`src/rtl/write_queue_pkg.sv`:
```
// Shared constants for the write queue register: status word width and status bit positions.
// Imported by write_queue_register and write_queue_storage.
package write_queue_pkg;

  localparam int STATUS_W        = 32;
  localparam int STATUS_EMPTY_BIT = 16;
  localparam int STATUS_FULL_BIT  = 17;
  localparam int STATUS_OVF_BIT   = 18;

endpackage

```
`src/rtl/write_queue_storage.sv`:
```
// DEPTH x DATA_WIDTH entry array for the write queue.
// Synchronous write at the tail pointer, asynchronous read at the head pointer; contents are never reset.
module write_queue_storage
  import write_queue_pkg::*;
#(
  parameter int DATA_WIDTH = 32,
  parameter int DEPTH      = 4,
  parameter int PW         = 2
) (
  input  logic                  i_clk,
  input  logic                  i_wr_en,
  input  logic [PW-1:0]         i_wr_ptr,
  input  logic [DATA_WIDTH-1:0] i_wr_data,
  input  logic [PW-1:0]         i_rd_ptr,
  output logic [DATA_WIDTH-1:0] o_rd_data
);

  logic [DATA_WIDTH-1:0] r_mem [DEPTH];

  always_ff @(posedge i_clk) begin
    if (i_wr_en) begin
      r_mem[i_wr_ptr] <= i_wr_data;
    end
  end

  assign o_rd_data = r_mem[i_rd_ptr];

endmodule

```
`src/rtl/write_queue_register.sv`:
```
// Processor-to-I/O write queue with polled status word (count/empty/full/overflow).
// Build option: define WRITE_QUEUE_OVERFLOW_FLAG_EN to get the sticky, read-to-clear overflow flag.
module write_queue_register
  import write_queue_pkg::*;
#(
  parameter int DATA_WIDTH = 32,
  parameter int DEPTH      = 4
) (
  input  logic                  Clock,
  input  logic                  Reset,
  input  logic                  Sys_RegSelect,
  input  logic                  Sys_WrEn,
  input  logic [DATA_WIDTH-1:0] Sys_WrData,
  input  logic                  Sys_RdEn,
  output logic [STATUS_W-1:0]   Sys_StatusData,
  output logic                  IO_Valid,
  output logic [DATA_WIDTH-1:0] IO_Data,
  input  logic                  IO_Ready
);

  localparam int PW = $clog2(DEPTH);
  localparam int CW = PW + 1;
  localparam logic [CW-1:0] FULL_CNT = CW'(DEPTH);

  logic [PW-1:0] r_head;
  logic [PW-1:0] r_tail;
  logic [CW-1:0] r_count;

  logic w_full;
  logic w_empty;
  logic w_wr;
  logic w_rd;
  logic w_pop;
  logic w_push;
  logic w_ovf;

  assign w_full  = (r_count == FULL_CNT);
  assign w_empty = (r_count == '0);
  assign w_wr    = Sys_WrEn & Sys_RegSelect;
  assign w_rd    = Sys_RdEn & Sys_RegSelect;
  assign w_pop   = ~w_empty & IO_Ready;
  // A pop in the same cycle frees a slot, so a full queue still accepts the write.
  assign w_push  = w_wr & (~w_full | w_pop);

  always_ff @(posedge Clock) begin
    if (Reset) begin
      r_head  <= '0;
      r_tail  <= '0;
      r_count <= '0;
    end else begin
      if (w_push) r_tail <= r_tail + 1'b1;
      if (w_pop)  r_head <= r_head + 1'b1;
      r_count <= r_count + CW'(w_push) - CW'(w_pop);
    end
  end

`ifdef WRITE_QUEUE_OVERFLOW_FLAG_EN
  logic w_reject;
  logic r_ovf;

  assign w_reject = w_wr & w_full & ~w_pop;

  // A new overflow beats a concurrent read-clear.
  always_ff @(posedge Clock) begin
    if (Reset) begin
      r_ovf <= 1'b0;
    end else if (w_reject) begin
      r_ovf <= 1'b1;
    end else if (w_rd) begin
      r_ovf <= 1'b0;
    end
  end

  assign w_ovf = r_ovf;
`else
  // Without the flag a status read has no side effect.
  assign w_ovf = w_rd & 1'b0;
`endif

  write_queue_storage #(
    .DATA_WIDTH (DATA_WIDTH),
    .DEPTH      (DEPTH),
    .PW         (PW)
  ) u_storage (
    .i_clk     (Clock),
    .i_wr_en   (w_push),
    .i_wr_ptr  (r_tail),
    .i_wr_data (Sys_WrData),
    .i_rd_ptr  (r_head),
    .o_rd_data (IO_Data)
  );

  assign IO_Valid = ~w_empty;

  always_comb begin
    Sys_StatusData                   = '0;
    Sys_StatusData[CW-1:0]           = r_count;
    Sys_StatusData[STATUS_EMPTY_BIT] = w_empty;
    Sys_StatusData[STATUS_FULL_BIT]  = w_full;
    Sys_StatusData[STATUS_OVF_BIT]   = w_ovf;
  end

endmodule
```
`config.mk`:
```
export PLATFORM = sky130hd
export DESIGN_NAME = write_queue_register
export DESIGN_NICKNAME = d
export VERILOG_FILES = /design/src/rtl/write_queue_pkg.sv /design/src/rtl/write_queue_storage.sv /design/src/rtl/write_queue_register.sv
export SDC_FILE = /design/constraint.sdc
export NUM_CORES = 1
export LEC_CHECK = 0
export CAP_MARGIN = 0
export CORE_MARGIN = 3
export CORE_UTILIZATION = 46
export DETAILED_ROUTE_END_ITERATION = 6
export PLACE_DENSITY_LB_ADDON = 0.15
export SETUP_SLACK_MARGIN = 0.15
export SLEW_MARGIN = 20
export SYNTH_ARGS = -nofsm -noshare
export SYNTH_HDL_FRONTEND = slang
export SYNTH_SLANG_ARGS = --single-unit
```
`constraint.sdc`:
```
create_clock -name Clock -period 2 [get_ports Clock]
set_input_delay 0.4 -clock Clock [delete_from_list [all_inputs] [get_ports Clock]]
set_output_delay 0.4 -clock Clock [all_outputs]
set_load 0.02 [all_outputs]
```
Yosys cells after proc, flatten, opt, wreduce, memory -nomap -nowiden:

Memory sizes are Yosys's and may differ from the RTL's. A register that Yosys moved wholly into a read port is not among the register bits.
Cells that the tools add are included.

* equality and inequality tests: 1
* bitwise gates (word level): 6
* muxes and demuxes: 4
* reduce and logical (&&, ||, !) cells: 1
* add/sub/neg operators: 4

Operators by type and width (count)
* 2-bit by 1-bit adder with 2-bit output (second input constant): 2
* 2-bit 2-to-1 mux: 2
* 3-bit by 1-bit adder with 3-bit output: 1
* 1-bit bitwise AND: 3
* 3-bit equality test (second input constant): 1
* 3-bit logical NOT: 1
* 3-bit by 1-bit subtractor with 3-bit output: 1
* 1-bit 2-to-1 mux: 2
* 1-bit NOT: 2
* 1-bit OR: 1

* output and inout bits: 65
* bits in writable memories: 128
* memories: 1
* flip-flop bits (word level): 7
* input port bits: 38

Memory list
* u_storage.r_mem: depth 4, width 32, rd ports 1, clocked after memory_dff 1, wr ports 1, line write_queue_storage.sv:18 `logic [DATA_WIDTH-1:0] r_mem [DEPTH];`

Depth between registers and ports, before layout:

Gate-level depths: netlist of the first run.

* depth in word-level cells: 7
* mapped depth: 8
* depth with buffers taken out: 8

By module:

Synthesis of the first run repeated with hierarchy kept, for this count alone.

* cell total of the unflattened synthesis: 238
* area, all modules: 5273.8 um^2

Modules (own cells, without submodules)
* write_queue_storage: times used 1, area each 4689.5 um^2, cells each 171, seq. area each 3843.7 um^2
* write_queue_register: times used 1, area each 584.3 um^2, cells each 67, seq. area each 140.1 um^2

Least setup slack after synthesis of the first run:

Ideal clock, no wire load.

* kind: flip-flop to flip-flop
* start: reg r_count[2]
* end: reg r_count[2]
* stages on the path, launching flop included: 9
* arrival: 2037 ps
* clock period less this slack: 2163 ps
* buffers on the path: 0
* setup slack: -163 ps
* path through: dfxtp_1 > nor3b_4 > a21oi_4 > mux2_2 > ha_1 > fa_1 > xnor2_1 > xnor2_1 > nor2_1

RTL lines
* start, declared: line write_queue_register.sv:27 `logic [CW-1:0] r_count;`
* start signal, assigned: line write_queue_register.sv:53 `r_count <= r_count + CW'(w_push) - CW'(w_pop);`
* 3-bit equality test: line write_queue_register.sv:37 `assign w_full = (r_count == FULL_CNT);`
* net w_full: line write_queue_register.sv:29 `logic w_full;`
* 1-bit NOT: line write_queue_register.sv:43 `assign w_push = w_wr & (~w_full | w_pop);`
* 1-bit OR: line write_queue_register.sv:43
* 1-bit bitwise AND: line write_queue_register.sv:43
* 3-bit by 1-bit adder with 3-bit output: line write_queue_register.sv:53
* 3-bit by 1-bit subtractor with 3-bit output: line write_queue_register.sv:53

The timed path passes the listed nets, and every way through them passes these cells.
A chain may end at the register's enable or synchronous reset.

==> results of run 1 <==
## through the flow
step / hold WS, ps / setup TNS, ps / setup slack, ps / cells
after floorplan: 482 / 0 / 22.5 / 272
after global placement: 508 / -2720 / -414 / 466
after detailed placement: 528 / -3090 / -440 / 466
after CTS: 536 / -4040 / -188 / 510
after global routing: 565 / -5230 / -230 / 514
final: 535 / -3130 / -166 / 514
## synth_stat cells
library cell  count  share of area, %
o31a_1            1              0.16
a21oi_4           1              0.30
mux2_2            1              0.21
and2_2            4              0.56
clkbuf_1          1             0.070
edfxtp_1        128                72
buf_4            29               4.1
or3_2             1              0.14
buf_6             4              0.84
mux4_2           32                13
nor3b_4           1              0.35
xor2_1            1              0.16
buf_2             3              0.28
ha_1              5               1.2
nand2b_1          2              0.23
o311ai_0          1              0.16
nand2_1           2              0.14
inv_1             5              0.35
nor2_1            6              0.42
conb_1            1             0.070
nor2b_1           2              0.23
dfxtp_1           9               3.4
xnor2_1           3              0.49
mux2_4            1              0.28
mux2i_1           1              0.19
fa_1              1              0.37
## logic make-up after synthesis
group | count (synthesis)
other | 1
flip-flops | 137
buffers and inverters | 42
XOR/XNOR | 4
adder cells (fa/ha/maj) | 6
multiplexers | 35
AO/OA/AOI/OAI | 3
AND/OR/NAND/NOR | 18
## worst max-delay path by stage
stage	startpoint	endpoint	slack, ps
5_1_grt	flop	IO_Data[0]	-230
4_1_cts	flop	IO_Data[15]	-190
3_3_place_gp	IO_Ready	r_count[2]	-410
2_1_floorplan	r_count[2]	r_count[2]	20
6_report	flop	IO_Data[0]	-170
3_5_place_dp	IO_Ready	r_count[2]	-440
## worst register-to-register path, stage by stage (launching register included)
cell     delay [ps]
dfxtp_4         360
nor3b_4         260
a21oi_4          90
mux2_4          290
ha_4            160
fa_2            340
xnor2_2         140
xnor2_1         130
nor2_1           60
## layer usage
metal	vias up	part of all wire, %	track usage [%]
met4	0	0.51	5.46
met2	76	52	24.9
met3	4	6.2	4.99
li1	1153	-	-
met5	-	0	0
met1	1314	41	18.4
## layout make-up
class,count,share of cell area (%)
sequential,137,55.9
timing repair buffer,107,17.0
multi-input combinational,93,16.1
clock buffer,18,5.94
tap,140,2.43
clock inverter,14,2.25
inverter,5,0.260
## power by group through the flow
stage / logic (mW) / clock network, mW / registers [mW]
CTS: 2.68 / 3.15 / 3.41
detailed placement: 2.27 / 0 / 3.45
global placement: 2.26 / 0 / 3.44
floorplan: 1.39 / 0 / 3.43
finish: 2.75 / 3.08 / 3.40
global route: 2.93 / 3.28 / 3.41
## registers in the layout, indices dropped and copies added, names as in the netlist, named ones only
register / cells
u_storage.r_mem: 128
r_count: 3
r_head: 2
r_tail: 2
## timing repair
| action | in CTS | in global routing |
|---|---|---|
| gates cloned | 2 | 0 |
| endpoints found under the hold margin | 0 | 0 |
| hold buffers | 0 | 0 |
| setup endpoints to repair | 38 | 35 |
| pin swaps | 1 | 5 |
| buffers inserted | 10 | 4 |
| resized for setup | 225 | 11 |
==> summary.txt, run 1 <==
Outcome -> finished with violations
Failing checks -> setup timing
Number of max-cap violations -> 0
Post-DP HPWL -> 5560 um
Fin. max-slew vios -> 0
Post-Route Skew -> 8.57 ps
Simple-gate portion of the synthesized area -> 2.08%
Crit-path slowest cell -> mux4_2
Most common cell after layout, fill and taps aside -> edfxtp_1
Clock Tree Buf Depth -> 2
P_sw -> 2.48 mW
Sequential Area -> 4040 um2
Mapped Area -> 5350 um2
Final setup viols -> 32
CP Data Required Time -> 1600 ps
Yosys reg bits -> 137
Multi-input logic area -> 1170 um2
Setup crit start kind -> flop
Chip height -> 114 um
Total Power -> 9.23 mW
Most frequent cells in the layout -> edfxtp_1, buf_6, clkdlybuf4s50_1
Final setup margin -> -166 ps
CTS tree -> yes
GR Overflow Total -> 0
Period Utilization, post-route -> 108%
WL/cell -> 18.1 um
DRC Markers -> 0
Hold WC Path Type -> flop to flop
Placed Area -> 6330 um2
Final Util -> 65.2%
Xor/xnor share of the synthesized area -> 0.655%
CTS sink count -> 137
Initial antenna violation count -> 0
Fmax -> 462 MHz
Seq/Total Area, Yosys -> 75.2%
# diodes -> 0
Source of the worst hold timing path -> r_tail[1]
Die width -> 114 um
Unrepaired setup endpoints after global routing -> yes
Routed Antenna Nets -> 0
Final hold violation count -> 0
Clock power frac -> 33.4%
Sw frac -> 26.9%
CTS buffer count -> 17
Largest net degree at the start of global routing -> 24
Worst R2R End -> r_count[2]
FP Rows -> 38
Cells after synthesis -> 246
Vias -> 2547
Design area -> 7220 um2
Filler cells -> 760
Cell family with most CP delay -> multiplexers
Skew-Pair Late Insertion Delay -> 400 ps
Kind of critical path -> flop to output port
Worst path cell trace -> buf_12 -> buf_16 -> mux4_2 -> buf_6
DIE AREA -> 13000 um2
Layout cell share with drive strength beyond 1 -> 40.1%
Instance count on the critical path -> 4
Area grow syn2layout -> 35.1%
First DRT Iteration DRCs -> 131
Mux share of post-synthesis cell area -> 14.2%
Critical R2R Launch -> r_count[1]
Layout Nets -> 405
DR pass1 iterations -> 6
Power share of the combinational group -> 29.8%
Slowest cell delay on critical path -> 510 ps
Io pins -> 103
Initial core utilization -> 48.3%
IO Port Bufs -> 74
Synth warn -> 0
Synth Area in Compound Gates -> 0.632%
Power density cells -> 1280 nW/um2
Via/cell ratio -> 4.96
H-tree Lvls -> 4
R2r setup slk -> 60 ps
P_int -> 6.75 mW
First-pass GRT wire length -> 14100 um
Post-Synth Adder-Cell Area -> 1.54%
Final wirelength -> 9320 um
CP Max Fanout -> 7
Vias in the first global route -> 2664
Largest family of logic cells by synthesized area -> multiplexers
Worst Path Buf+Inv -> 3
GRT Resource Usage Total -> 15.0%
Sequential Power Share -> 36.8%
Hold Path Sink -> r_tail[1]
Syn_area_per_cell -> 21.7 um2
Final worst path period need -> 2170 ps
Clock-pin slew on the worst setup and hold paths -> 60 ps
Unique masters post-synth -> 26
RD Place Congestion -> 0.689
Worst EP arrival -> 1770 ps
Hold Path Stages -> 2
R2R cell count -> 8
Core Area -> 11100 um2
Lkg Pwr -> 2.54 nW
Worst vdd ir -> 0.000669 V
Critical Path End Type -> output port
Root buffer cell -> clkbuf_16
Power figures use the tool's default switching activity.
==> inputs of run 2 (changes only) <==
Settings changed: CELL_PAD_IN_SITES_DETAIL_PLACEMENT set to 1, CELL_PAD_IN_SITES_GLOBAL_PLACEMENT set to 1, CORE_UTILIZATION 46 to 40.
==> summary.txt, run 2 (same netlist as run 1, synthesis figures left out) <==
Outcome -> finished with violations
Failing checks -> setup timing
DR pass1 iterations -> 4 (-2)
Worst Path Buf+Inv -> 3 (unchanged)
First DRT Iteration DRCs -> 123 (-6.1%)
Worst EP arrival -> 1770 ps (about the same)
Post-Route Skew -> 6.16 ps (-2.41 ps)
Unrepaired setup endpoints after global routing -> yes
Area grow syn2layout -> 35.6%
Cell family with most CP delay -> multiplexers
Layout cell share with drive strength beyond 1 -> 38.4% (-1.7 points)
Worst path cell trace -> buf_12 -> buf_16 -> mux4_2 -> buf_6
DRC Markers -> 0 (unchanged)
Most common cell after layout, fill and taps aside -> edfxtp_1
Number of max-cap violations -> 0 (unchanged)
Largest Register -> u_storage.r_mem
Crit-path slowest cell -> mux4_2
Kind of critical path -> flop to output port
Fin. max-slew vios -> 0 (unchanged)
CTS sink count -> 137 (unchanged)
Critical R2R Launch -> r_count[1]
Routed Antenna Nets -> 0 (unchanged)
Vias in the first global route -> 2818 (+5.8%)
Root buffer cell -> clkbuf_16
CP Max Fanout -> 7 (unchanged)
Die width -> 122 um (+6.9%)
Via/cell ratio -> 4.72 (-4.8%)
RD Place Congestion -> 0.654 (-5.1%)
Power density cells -> 1250 nW/um2 (-1.8%)
Total Power -> 9.10 mW (-1.4%)
Worst vdd ir -> 0.000744 V (+11%)
Period Utilization, post-route -> 109% (+0.37 points)
Fmax -> 460 MHz (-0.34%)
FP Rows -> 41 (+7.9%)
Setup crit start kind -> flop
Final wirelength -> 10400 um (+11%)
Slowest cell delay on critical path -> 520 ps (about the same)
Clock-pin slew on the worst setup and hold paths -> 50 ps (about the same)
WL/cell -> 19.1 um (+5.3%)
Lkg Pwr -> 2.54 nW (-0.29%)
Final setup margin -> -173 ps (-7.30 ps)
Skew-Pair Late Insertion Delay -> 410 ps (about the same)
Hold WC Path Type -> flop to flop
Design area -> 7250 um2 (+0.40%)
DIE AREA -> 14800 um2 (+14%)
CP Data Required Time -> 1600 ps (about the same)
Placed Area -> 6440 um2 (+1.7%)
WHS -> 528 ps (-6.56 ps)
Critical Path End Type -> output port
Vias -> 2566 (+0.75%)
Clock Tree Buf Depth -> 2 (unchanged)
Post-DP HPWL -> 6590 um (+19%)
Final worst path period need -> 2170 ps (+7.30 ps)
Final hold violation count -> 0 (unchanged)
Core Area -> 12800 um2 (+16%)
Source of the worst hold timing path -> r_tail[1]
Largest net degree at the start of global routing -> 19 (-21%)
IO Port Bufs -> 74 (unchanged)
Largest regs -> u_storage.r_mem: 128 flops, r_count: 3 flops
Most frequent cells in the layout -> edfxtp_1, clkdlybuf4s50_1, buf_6
CTS hold repair buffers -> 0 (unchanged)
Initial antenna violation count -> 0 (unchanged)
First-pass GRT wire length -> 16100 um (+14%)
CTS tree -> yes
Layout Nets -> 404 (-0.25%)
CTS buffer count -> 17 (unchanged)
Final setup viols -> 32 (unchanged)
GR Overflow Total -> 0 (unchanged)
Io pins -> 103 (unchanged)
Chip height -> 122 um (+6.9%)
GRT Resource Usage Total -> 15.1% (+0.13 points)
# diodes -> 0 (unchanged)
Max reg flops -> 128 (unchanged)
H-tree Lvls -> 4 (unchanged)
Initial core utilization -> 41.7% (-6.6 points)
run 2: changes by cell type in the layout (fill, tap and decap cells not counted), sizes merged:
cell      previous run  this run
clkinvlp             2         0
buf                 68        67
bufinv               2         3
clkbuf              18        19
inv                 11         5
clkinv               4         9
run 2: where the power goes:
part           switching (mW)  leakage [nW]  internal (mW)
combinational            1.18          1.02           1.54
sequential              0.110          1.24           3.30
clock                    1.06         0.278           1.92
total                    2.34          2.54           6.75
run 2: final timing paths:
kind                            slack [ps]          end  cells after the start
worst max-delay path                  -170  IO_Data[20]                      4
worst min-delay path                   530    r_tail[1]                      2
worst max register to register          30   r_count[2]                      7
worst min register to register         530    r_tail[1]                      2
run 2: metrics by stage:
stage | worst slack [ps] | TNS, ps | std cells | util (%)
after floorplan | 22.5 | 0 | 272 | -
after global placement | -423 | -3050 | 500 | 50.2
after detailed placement | -469 | -8020 | 500 | 50.2
after CTS | -217 | -4420 | 540 | 56.1
after global routing | -246 | -5280 | 544 | 56.5
final | -173 | -3190 | 544 | 56.5
run 2: per-layer routing:
layer,track usage [%],routed length (um),vias to the layer above
met5,0,0,-
met4,6.30,171,0
li1,-,-,1157
met1,19.1,4340,1322
met2,23.8,5270,74
met3,5.39,607,13
run 2: cell type report:
type / count / area, um2
fillers: 1135 / 5570
repair buffers: 106 / 1250
clock buffers: 19 / 433
clock inverters: 12 / 133
inverters: 5 / 18.8
multi-input cells: 93 / 1160
well taps: 172 / 215
flip-flops and latches: 137 / 4040
run 2: what timing repair did:
action	CTS	global route
endpoints found under the setup margin	38	34
gates resized for setup	216	8
buffers inserted	7	4
pin swaps	2	3
gates cloned	2	0
run 2: worst reg2reg max path, cell delays in order (launching register included):
cell and delay [ps]:
dfxtp_4 360, o31a_1 330, mux2_4 320, ha_4 160, fa_2 340, xnor2_2 140
xnor2_1 140, nor2_1 50
==> inputs of run 3 (changes only) <==
Settings changed: GPL_TIMING_DRIVEN set to 1.
==> results of run 3 <==
No change in the layout: final DEF, timing and power equal those of run 2.
